**src/rtl/noc_mcast_scheduler.sv**
```systemverilog
// Multicast crossbar scheduler for the 5-port NoC router.
// Grants one input at a time (round-robin), looks the flit's destination up in a
// runtime-programmable mask table, then offers the held flit to every selected
// output in parallel until each one has taken it.
module noc_mcast_scheduler #(
    parameter int NPORT    = 5,
    parameter int DATA_W   = 42,
    parameter int ADDR_LSB = 32,
    parameter int ADDR_W   = 7,
    parameter int RT_DEPTH = 128,
    parameter int CNT_W    = 16
) (
    input  logic                    i_clk,
    input  logic                    i_rst_n,
    input  logic [NPORT-1:0]        i_in_valid,
    output logic [NPORT-1:0]        o_in_ready,
    input  logic [NPORT*DATA_W-1:0] i_in_data,
    output logic [NPORT-1:0]        o_out_valid,
    input  logic [NPORT-1:0]        i_out_ready,
    output logic [DATA_W-1:0]       o_out_data,
    input  logic                    i_cfg_we,
    input  logic [ADDR_W-1:0]       i_cfg_addr,
    input  logic [NPORT-1:0]        i_cfg_mask,
    output logic                    o_busy,
    output logic [CNT_W-1:0]        o_drop_cnt
);

    localparam int PTR_W = (NPORT > 1) ? $clog2(NPORT) : 1;

    typedef enum logic [1:0] {
        IDLE   = 2'd0,
        LOOKUP = 2'd1,
        SEND   = 2'd2
    } state_t;

    state_t              state_q, state_d;
    logic [PTR_W-1:0]    ptr_q, ptr_d;
    logic [DATA_W-1:0]   hold_q, hold_d;
    logic [NPORT-1:0]    pending_q, pending_d;
    logic [CNT_W-1:0]    drop_q, drop_d;

    logic [NPORT-1:0]    rt_q [RT_DEPTH];
    logic [NPORT-1:0]    rt_rd;

    logic [DATA_W-1:0]   in_word [NPORT];
    logic [PTR_W-1:0]    grant_idx;
    logic                grant_vld;

    // Unpack the flat input bus and build the one-hot pop strobe (only ever in IDLE)
    generate
        for (genvar gi = 0; gi < NPORT; gi++) begin : g_port
            assign in_word[gi]    = i_in_data[gi*DATA_W +: DATA_W];
            assign o_in_ready[gi] = (state_q == IDLE) && grant_vld &&
                                    (grant_idx == PTR_W'(gi));
        end
    endgenerate

    // Round-robin pick: first valid port scanning cyclically from ptr+1.
    // The loop runs from the farthest candidate to the nearest so the nearest wins.
    always_comb begin
        logic [PTR_W:0] cand;
        cand      = '0;
        grant_idx = '0;
        grant_vld = 1'b0;
        for (int k = NPORT; k >= 1; k--) begin
            cand = (PTR_W+1)'(ptr_q) + (PTR_W+1)'(k);
            if (cand >= (PTR_W+1)'(NPORT)) begin
                cand = cand - (PTR_W+1)'(NPORT);
            end
            if (i_in_valid[cand[PTR_W-1:0]]) begin
                grant_idx = cand[PTR_W-1:0];
                grant_vld = 1'b1;
            end
        end
    end

    // Table read addressed by the held flit; a same-cycle write lands after this read
    assign rt_rd = rt_q[hold_q[ADDR_LSB +: ADDR_W]];

    // Next-state and output decode for IDLE -> LOOKUP -> SEND
    always_comb begin
        state_d     = state_q;
        ptr_d       = ptr_q;
        hold_d      = hold_q;
        pending_d   = pending_q;
        drop_d      = drop_q;
        o_out_valid = '0;
        unique case (state_q)
            IDLE: begin
                if (grant_vld) begin
                    hold_d  = in_word[grant_idx];
                    ptr_d   = grant_idx;
                    state_d = LOOKUP;
                end
            end
            LOOKUP: begin
                pending_d = rt_rd;
                if (rt_rd == '0) begin
                    // Unroutable flit: discard and count, saturating
                    if (drop_q != '1) begin
                        drop_d = drop_q + CNT_W'(1);
                    end
                    state_d = IDLE;
                end else begin
                    state_d = SEND;
                end
            end
            SEND: begin
                // Each output keeps valid until its own handshake
                o_out_valid = pending_q;
                pending_d   = pending_q & ~i_out_ready;
                if (pending_d == '0) begin
                    state_d = IDLE;
                end
            end
            default: begin
                state_d = IDLE;
            end
        endcase
    end

    // Scheduler state registers; reset abandons any held flit silently
    always_ff @(posedge i_clk) begin
        if (!i_rst_n) begin
            state_q   <= IDLE;
            ptr_q     <= PTR_W'(NPORT - 1);
            hold_q    <= '0;
            pending_q <= '0;
            drop_q    <= '0;
        end else begin
            state_q   <= state_d;
            ptr_q     <= ptr_d;
            hold_q    <= hold_d;
            pending_q <= pending_d;
            drop_q    <= drop_d;
        end
    end

    // Routing table: cleared on reset, writable in any state
    always_ff @(posedge i_clk) begin
        if (!i_rst_n) begin
            for (int i = 0; i < RT_DEPTH; i++) begin
                rt_q[i] <= '0;
            end
        end else if (i_cfg_we) begin
            rt_q[i_cfg_addr] <= i_cfg_mask;
        end
    end

    assign o_out_data = hold_q;
    assign o_busy     = (state_q != IDLE);
    assign o_drop_cnt = drop_q;

endmodule

```
**config.mk**
```make
export PLATFORM = sky130hd
export DESIGN_NAME = noc_mcast_scheduler
export DESIGN_NICKNAME = d
export VERILOG_FILES = /design/src/rtl/noc_mcast_scheduler.sv
export SDC_FILE = /design/constraint.sdc
export NUM_CORES = 1
export LEC_CHECK = 0
export ABC_AREA = 1
export CAP_MARGIN = 20
export CORE_MARGIN = 3
export CORE_UTILIZATION = 50
export CTS_BUF_LIST = sky130_fd_sc_hd__clkbuf_4 sky130_fd_sc_hd__clkbuf_8
export DETAILED_ROUTE_END_ITERATION = 6
export GPL_TIMING_DRIVEN = 1
export PLACE_DENSITY = 0.85
export SYNTH_ARGS = -nofsm -noshare
export SYNTH_HDL_FRONTEND = slang
export SYNTH_SLANG_ARGS = --single-unit
```
**constraint.sdc**
```tcl
create_clock -name i_clk -period 3.2 [get_ports i_clk]
set_input_delay 0.32 -clock i_clk [delete_from_list [all_inputs] [get_ports i_clk]]
set_output_delay 0.32 -clock i_clk [all_outputs]
set_load 0.02 [all_outputs]
```
==> flow_metrics.tcl <==
set metrics [dict create \
    synth_cells 4150 \
    cts.clk_slew.worst_paths_ns 0.06 \
    fin_crit_sh_pct 116 \
    relSlewSlack_pct 48.2 \
    worstPathArrival_ns 3.39 \
    setup_viol 56 \
    fin_crit_ns 3.71 \
    tightest_slew_ns 0.771 \
    ys_warn_count 0 \
    synth_mux_area_share_pct 0 \
    cp_cell_sequence "clkinv_4 -> ha_4 -> inv_2 -> fa_2 -> nor2_4 -> nor2_4 -> xor2_4 -> inv_2 -> nand2_2 -> nand3_2 -> nand2_2 -> a21boi_4 -> nand3_2 -> nand2_1 -> nand2_2 -> buf_6 -> nor3_4 -> buf_6" \
    synth.cell_area_um2 35800 \
    hold_viol_final 0 \
    fillers 5569 \
    vdd_ir_drop_max_v 0.00197 \
    synth.most_common_cell "nor2_1" \
    power_density_nw_per_um2 1010 \
    grt_start_max_net_pins 92 \
    hold_start "i_in_data[183]" \
    pre_cts_slack_ns -0.296 \
    dp_hpwl_um 71300 \
    synth_common_cells "1,027 x nor2_1, 767 x nand2_1, 640 x edfxtp_1" \
    die_h_um 274 \
    core_um2 70500 \
    area_growth_pct 20.8 \
    placed_cell_area_um2 40400 \
    cp_max_fo 5 \
    start_util_pct 50.8 \
    synth_flop_cell "edfxtp_1" \
    cts_tree "yes" \
    maxSlewViolCount 0 \
    synth_xor_area_share_pct 0.387 \
    reg2reg_depth 23 \
    fin_worst_skew_ns 0.0346 \
    final_cell_area_um2 43300 \
    antennaDiodeCount 0 \
    max_clock_freq_ghz 0.269 \
    fin_hold_ws_ns 0.242 \
    grt_setup_unrepaired "true" \
    rows 97 \
    cts_sinks 715 \
    yosysTopAreaCell "edfxtp_1" \
    cts_buffers 114 \
    r2r_start "ptr_q[0]" \
    synth.avg_cell_area_um2 8.64 \
    clkLatencyLatePin_ns 0.76 \
    grt_pass1_vias 30100 \
    ios 304 \
    crit_path_frequent_cell "nand2_2" \
    synth_cell_types 42 \
    required_ns 2.88 \
    reg2reg_slack_ns -0.29 \
    placed_cells 5239 \
    violations "setup timing" \
    synthArstFlopShare_pct 0 \
    synth_compound_area_share_pct 9.97 \
    synth-simple-area-share_pct 24.9 \
    die_area_um2 74900 \
    holdCritPathClass "input pin to flip-flop" \
    dr_total_vias 31900 \
    syn_nets 4401 \
    layout-drive-gt1-share_pct 10.8 \
    synth_fa_ha_area_share_pct 0.579 \
    register_area_um2 20700 \
    critPathTopFamily "simple AND/OR/NAND/NOR gates" \
    path_buf_inv 5 \
    yosysSeqAreaShare_pct 57.8 \
    synth_top_area_share_pct 53.6 \
    synth_edf_count 640 \
    drt-initial-drc-count 4000 \
    crit_path_top_delay_cell "fa_2" \
    clockBufferDepth 3 \
    routed_via_density 5.83 \
    critPathMaxStageDelay_ns 0.44 \
    wl_um 110000 \
    cts_htree_levels 3 \
    whs_path_depth 5 \
    multi_input_area_um2 13200 \
    hold_path_end "o_out_data[15]" \
    crit_type "flip-flop to output pin" \
    cts_root_buf "clkbuf_8" \
    setup_ws_ns -0.513 \
    place.gp.congestion 0.958 \
    antenna_found_initial 0 \
    die_w_um 274 \
    p_leak_nw 17.1 \
    ant_nets 0 \
    drc 0 \
    grt_usage_pct 28.3 \
    grt_pass1_wl_um 165000 \
    drv_cap 0 \
    status "finished with violations" \
    critical_path_depth 18 \
    numPortBuffers 303 \
    yosys_register_bits 715 \
    grt_overflow 0 \
    stdcell_count 5470 \
    synthTopCellsByArea "edfxtp_1 54%, nor2_1 11%, nand2_1 8.0%, nand3_1 4.9%, o21ai_0 4.8%" \
    start_kind "flip-flop" \
    synth_top_family_by_area "simple AND/OR/NAND/NOR gates" \
    cp-end-kind "output pin" \
    cts_hold_buf 0 \
    wl_per_cell_um 20.2 \
    firstDrtPassIters 5 \
    final_net_count 4689 \
]
[layer usage]
| layer | share of wire (%) | track usage (%) | wire length [um] | vias to the layer above |
|---|---|---|---|---|
| met3 | 12 | 5.82 | 13100 | 431 |
| li1 | - | - | - | 14600 |
| met1 | 35 | 33.7 | 38100 | 14800 |
| met5 | 0 | 0 | 0 | - |
| met4 | 6.3 | 16.3 | 6990 | 0 |
| met2 | 47 | 47.5 | 52100 | 2166 |
[through the flow]
| step | power (mW) | setup TNS, ns | utilization, % |
|---|---|---|---|
| 2_1_floorplan | 25.8 | 0 | - |
| 3_3_place_gp | 32.1 | -4.61 | 57.3 |
| 3_5_place_dp | 32.4 | -8.68 | 57.3 |
| 4_1_cts | 42.0 | -4.90 | 61.0 |
| 5_1_grt | 45.9 | -21.01 | 61.4 |
| 6_report | 43.7 | -14.11 | 61.4 |
[timing repair]
action | in CTS | in global routing
setup endpoints to repair | 55 | 73
pin swaps | 17 | 20
gates resized for setup | 73 | 40
buffers inserted | 14 | 4
cloned | 4 | 5
[logic make-up (layout without fill, tap and decap cells)]
logic type / Yosys count / count (layout)
AOI/OAI and AO/OA: 641 / 641
buffers and inverters: 552 / 932
DFF: 715 / 715
xor gates and xnor gates: 15 / 15
adders and majority gates: 16 / 16
and+or+nand+nor: 2211 / 2211
[worst max path at each step]
stage / end / startpoint
finish: o_in_ready[0] / ptr_q[0]
global route: o_in_ready[1] / ptr_q[0]
CTS: o_in_ready[3] / ptr_q[0]
detailed placement: o_in_ready[0] / ptr_q[0]
global placement: o_in_ready[3] / ptr_q[0]
floorplan: o_in_ready[0] / ptr_q[0]
[power breakdown]
group	internal (mW)	switching (mW)	total, mW
registers	10.9	0.458	11.4
logic	9.58	15.0	24.6
clock network	4.08	3.66	7.74
total	24.6	19.1	43.7
[layout make-up]
cell class | instances | area share [%]
Sequential cell | 715 | 47.9
Multi-Input combinational cell | 2883 | 30.6
Timing Repair Buffer | 474 | 11.3
Clock buffer | 164 | 4.49
Tap cell | 940 | 2.72
Inverter | 250 | 2.25
Clock inverter | 44 | 0.694
[cells in the final DEF, fill, tap and decap left out, types with 4 or more instances in the layout]
cell	instances
a21oi_1	52
a21oi_2	24
buf_12	31
buf_4	125
buf_6	13
clkbuf_16	4
clkbuf_4	50
clkbuf_8	114
clkdlybuf4s50_1	297
clkinv_1	30
clkinv_2	6
dfxtp_1	69
dfxtp_4	4
edfxtp_1	640
ha_1	8
ha_4	7
inv_1	225
inv_2	12
inv_4	6
nand2_1	750
nand2_2	19
nand2_4	5
nand3_1	341
nand3_2	13
nand4_1	7
nor2_1	1023
nor2_4	7
nor3_1	18
nor4_2	8
o211ai_1	34
o21ai_0	341
o21ai_1	19
o21ai_2	6
o22ai_1	160
or2_1	5
xor2_1	10
[worst reg2reg max path, stage by stage (launching register included)]
cell      delay [ns]
dfxtp_4         0.35
clkinv_4        0.06
ha_4            0.12
inv_2           0.04
fa_2            0.44
nor2_4          0.17
nor2_4          0.08
xor2_4          0.17
inv_2           0.08
nand2_2         0.05
nand3_2         0.08
nand2_2         0.08
a21boi_4        0.22
nand2_1         0.09
nand2_2         0.10
nand2_4         0.08
buf_4           0.20
buf_12          0.18
nor2_8          0.30
buf_12          0.17
nand3_1         0.08
nand2_1         0.08
nand2_1         0.07
a21oi_2         0.15
[registers in the layout (all words and copies together), names as in the netlist, named ones only]
register / cells
ptr_q: 3
o_drop_cnt: 16
rt_q: 640
o_out_data: 42
state_q: 2
pending_q: 5
No activity file was read; power rests on OpenSTA's default activity.
